### config.mk
export PLATFORM = sky130hd
export DESIGN_NAME = adc_top
export DESIGN_NICKNAME = d
export VERILOG_FILES = /design/src/rtl/adc_pkg.sv /design/src/rtl/cic_integrator.sv /design/src/rtl/adc_top.sv
export SDC_FILE = /design/constraint.sdc
export NUM_CORES = 1
export LEC_CHECK = 0
export CORE_MARGIN = 10
export CORE_UTILIZATION = 45
export DETAILED_ROUTE_END_ITERATION = 8
export SYNTH_ARGS = -nofsm -noshare
export SYNTH_HDL_FRONTEND = slang
export SYNTH_SLANG_ARGS = --single-unit
### constraint.sdc
create_clock -name clk -period 10.46 [get_ports clk]
set_clock_uncertainty 0.05 [all_clocks]
set_input_delay 2.092 -clock clk [delete_from_list [all_inputs] [get_ports clk]]
set_output_delay 2.092 -clock clk [all_outputs]
set_load 0.05 [all_outputs]
### src/rtl/adc_pkg.sv
// Shared constants and types for the 5-stage, decimate-by-64 CIC ADC back-end.
package adc_pkg;

  localparam int unsigned IN_W      = 5;
  localparam int unsigned N_STAGES  = 5;
  // Must be a power of two: the decimation counter relies on natural wrap.
  localparam int unsigned DEC_RATIO = 64;
  localparam int unsigned CNT_W     = $clog2(DEC_RATIO);
  localparam int unsigned OUT_W     = IN_W + N_STAGES * CNT_W;

  typedef logic signed [OUT_W-1:0] cic_word_t;

  function automatic cic_word_t sext(input logic [IN_W-1:0] x);
    return {{(OUT_W - IN_W){x[IN_W-1]}}, x};
  endfunction

endpackage

### src/rtl/cic_integrator.sv
// Single CIC integrator stage: free-running modulo-2^OUT_W accumulator.
module cic_integrator
  import adc_pkg::*;
(
  input  logic             clk,
  input  logic             rstn,
  input  logic [OUT_W-1:0] din,
  output logic [OUT_W-1:0] acc
);

  // Wrap-around is intentional; the comb section recovers the exact result.
  always_ff @(posedge clk or negedge rstn) begin
    if (!rstn) acc <= '0;
    else       acc <= acc + din;
  end

endmodule

### src/rtl/adc_top.sv
// Decimating 5-stage CIC filter (R=64, M=1) for a 5-bit sigma-delta stream.
// Optional input register enabled by defining ADC_INPUT_REG_EN.
module adc_top
  import adc_pkg::*;
(
  input  logic             clk,
  input  logic             rstn,
  input  logic [IN_W-1:0]  dat_in,
  output logic [OUT_W-1:0] dat_out,
  output logic             clk_vld_out
);

  logic [IN_W-1:0]  sample;
  logic [CNT_W-1:0] cnt;
  logic             dec_en;
  cic_word_t        integ [N_STAGES+1];
  cic_word_t        comb  [N_STAGES+1];
  cic_word_t        dly   [N_STAGES];

`ifdef ADC_INPUT_REG_EN
  logic [IN_W-1:0] din_q;

  always_ff @(posedge clk or negedge rstn) begin
    if (!rstn) din_q <= '0;
    else       din_q <= dat_in;
  end

  assign sample = din_q;
`else
  assign sample = dat_in;
`endif

  assign integ[0] = sext(sample);

  for (genvar k = 0; k < N_STAGES; k++) begin : g_integ
    cic_integrator u_integ (
      .clk  (clk),
      .rstn (rstn),
      .din  (integ[k]),
      .acc  (integ[k+1])
    );
  end

  // Comb stages are evaluated from registered state; delays update only on dec_en.
  assign comb[0] = integ[N_STAGES];

  for (genvar k = 0; k < N_STAGES; k++) begin : g_comb
    assign comb[k+1] = comb[k] - dly[k];

    always_ff @(posedge clk or negedge rstn) begin
      if (!rstn)       dly[k] <= '0;
      else if (dec_en) dly[k] <= comb[k];
    end
  end

  assign dec_en = (cnt == CNT_W'(DEC_RATIO - 1));

  always_ff @(posedge clk or negedge rstn) begin
    if (!rstn) begin
      cnt         <= '0;
      dat_out     <= '0;
      clk_vld_out <= 1'b0;
    end else begin
      cnt         <= cnt + 1'b1;
      clk_vld_out <= dec_en;
      if (dec_en) dat_out <= comb[N_STAGES];
    end
  end

endmodule

==> results.yml <==
placement:
  port_buffers: 42
  dp_hpwl_mm: 44.3
  dp_cells: 4114
  routabilityCongestion: 0.898
  placed_cell_area_um2: 30200
grt:
  antenna_found_initial: 0
  grt_pass1_wl_mm: 101
  grt_max_degree: 162
  grt_use_total_pct: 15.6
  grt_pass1_vias: 22900
  grt.overflow.total: 0
synth:
  netlist.area_leader.share_pct: 34.1
  ys_top_cells_by_area: "dfrtp_1 (34%), ha_1 (15%), xnor2_1 (6.2%)"
  yosys_warnings: 0
  async_flop_share_pct: 100
  syn_inst: 3271
  ys.flop_type: "dfrtp_1"
  synth_seq_cells: 392
  syn_nets: 3629
  synth.distinct_cells: 81
  synth_top_area_cell: "dfrtp_1"
  ys_seq_area_share_pct: 34.1
  synthesis.area_um2: 28800
  syn-mean-instance-area_um2: 8.80
  synth_edf_count: 0
clock_network:
  clock_latency_ns: 0.58
  clk_pin_slew_ns: 0.06
  hold_buffers: 0
  cts-htree-levels: 2
  cts_buffers: 48
  clock_sinks: 392
  cts_buffer_depth: 3
  cts_tree: "built"
  cts_root_buf: "clkbuf_16"
sta:
  fmax_mhz: 102
  setup_violations: 0
  slew_viol_final: 0
  slew_headroom_pct: 33.3
  worst_pin_slew_ns: 1.00
  fin_crit_ns: 9.77
  final-hold-violation-count: 0
  finalCritPeriodShare_pct: 93.4
die:
  start_util_pct: 45.5
  die_h_um: 273
  fp.dieArea_um2: 74500
  rows: 92
  die_x_um: 273
  ios: 43
  core-area_um2: 63200
detailed_routing:
  drc_errors: 0
  ant_nets: 0
  drt_iter0_drc: 909
  dr.pass1.iters: 5
  wl_mm: 58.9
  vias: 22600
  avgRoutedWirePerCell_um: 14.0
  routed_via_density: 5.39
finish:
  fin_area_um2: 31700
  n_antenna_cell: 0
  nNetsFinal: 3677
  layout-drive-gt1-share_pct: 4.30
  fillCellCount: 5846
  syn_to_final_growth_pct: 10.2
  finalNonFillerCells: 4197
  final_util_pct: 50.2
worst_setup_path:
  reg2reg_from: "g_integ[4].u_integ.acc[0]"
  path_delay_family: "compound AO/OA/AOI/OAI gates"
  cp.depth: 46
  worstPathArrival_ns: 10.19
  cp-end-kind: "flop"
  reg2reg_slack_ns: 0.69
  critPathBufInv: 2
  worst-path-max-fanout: 6
  worstSetupPathType: "reg2reg"
  cp_data_required_time_ns: 10.88
  rr_endpoint: "dat_out[34]"
  critPathLaunch: "g_integ[4].u_integ.acc[0]"
  path_common_cell: "ha_1"
  start_kind: "flop"
  worst-r2r-cell-count: 46
  endpoint: "dat_out[34]"
  slowest_stage: "or3_1"
  max_stage_delay_ns: 0.39
status:
  outcome: "complete, no violations"
flow_run:
  max_cap_violations: 0
hold_path:
  min_path_type: "reg2reg"
  min_from: "dat_out[11]"
tightest hold or removal path, cell delays in order (launching register included):
cell and delay, ns:
dfrtp_1 0.34, nand2_1 0.05, nand2_1 0.05
cell usage after synthesis, types with 9 or more instances:
master / instances
ha_1: 341
xnor2_1: 203
or2_2: 11
a21o_1: 133
and3_1: 37
o21a_1: 46
fa_1: 10
nor3_1: 52
clkbuf_1: 45
mux2_2: 20
o21ai_0: 322
o31ai_1: 12
nand3_1: 64
nand2b_1: 49
and2_1: 13
a21boi_0: 18
a31oi_1: 28
a21oi_1: 271
nor2b_1: 45
nand4_1: 16
or3_1: 21
inv_1: 279
xor2_1: 86
o211ai_1: 12
nand2_1: 339
o2111ai_1: 9
nor2_1: 176
o21bai_1: 47
a211o_1: 10
dfrtp_1: 392
a211oi_1: 33
how the worst min path moves through the flow:
stage                              to  depth (start not counted)
final                     dat_out[11]                          2
after global routing      dat_out[11]                          2
after CTS                      cnt[0]                          1
after detailed placement       cnt[0]                          1
after global placement         cnt[0]                          1
after floorplan                cnt[0]                          1
logic make-up after synthesis:
logic type / synth area share [%]
flip-flops: 34.1
XOR/XNOR: 8.87
multiplexers: 0.835
buffers and inverters: 4.35
adder cells (fa/ha/maj): 15.5
AND/OR/NAND/NOR: 14.0
AO/OA/AOI/OAI: 22.3
area by class of cell:
class / count / area (µm²) / share of cell area (%)
Tap cell: 846 / 1060 / 3.34
Multi-Input combinational cell: 2546 / 17800 / 56.0
Timing Repair Buffer: 52 / 513 / 1.62
Sequential cell: 392 / 9810 / 30.9
Clock inverter: 7 / 85.1 / 0.268
Inverter: 279 / 1050 / 3.33
Clock buffer: 75 / 1430 / 4.52
cells in the final DEF (no fill, tap or decap), types with 13 or more instances in the layout:
cell type / instances
a21boi_0: 18
a21oi_1: 270
a21o_1: 133
or3_1: 21
o21a_1: 46
xnor2_1: 203
a211oi_1: 31
ha_1: 340
nand2b_1: 49
o21ai_0: 322
a31oi_1: 28
dfrtp_1: 392
and2_1: 13
nand2_1: 339
inv_1: 278
clkdlybuf4s50_1: 41
nor2b_1: 45
nand4_1: 16
clkbuf_1: 15
nor3_1: 52
nand3_1: 63
mux2_2: 20
nor2_1: 176
xor2_1: 85
o21bai_1: 47
clkbuf_16: 49
and3_1: 37
state kept, by name, indices dropped and copies added (netlist names):
signal / cells
dly: 175
clk_vld_out: 1
dat_out: 35
g_integ.u_integ.acc: 175
cnt: 6
metal layers:
layer  GRT usage (%)  vias up  share of wire, %
met5               0        -                 0
met4            6.65        0               3.6
met3            2.06      158               3.0
met2            28.2      321                48
met1            18.2    10500                45
li1                -    11700                 -
stage by stage:
stage	setup slack, ns	hold WS, ns	TNS, ns
after global routing	-0.00427	0.440	-0.00427
final	0.691	0.417	0
after detailed placement	0.591	0.412	0
after CTS	0.541	0.422	0
after floorplan	1.72	0.385	0
after global placement	0.837	0.401	0
timing repair:
action / 4_1_cts / 5_1_grt
setup endpoints to repair: 0 / 1
buffers inserted: 0 / 1
gates resized for setup: 0 / 6
Power is left out: the tool's default activity adds up to more than one toggle a clock period on the data nets, which glitch-free logic cannot reach.
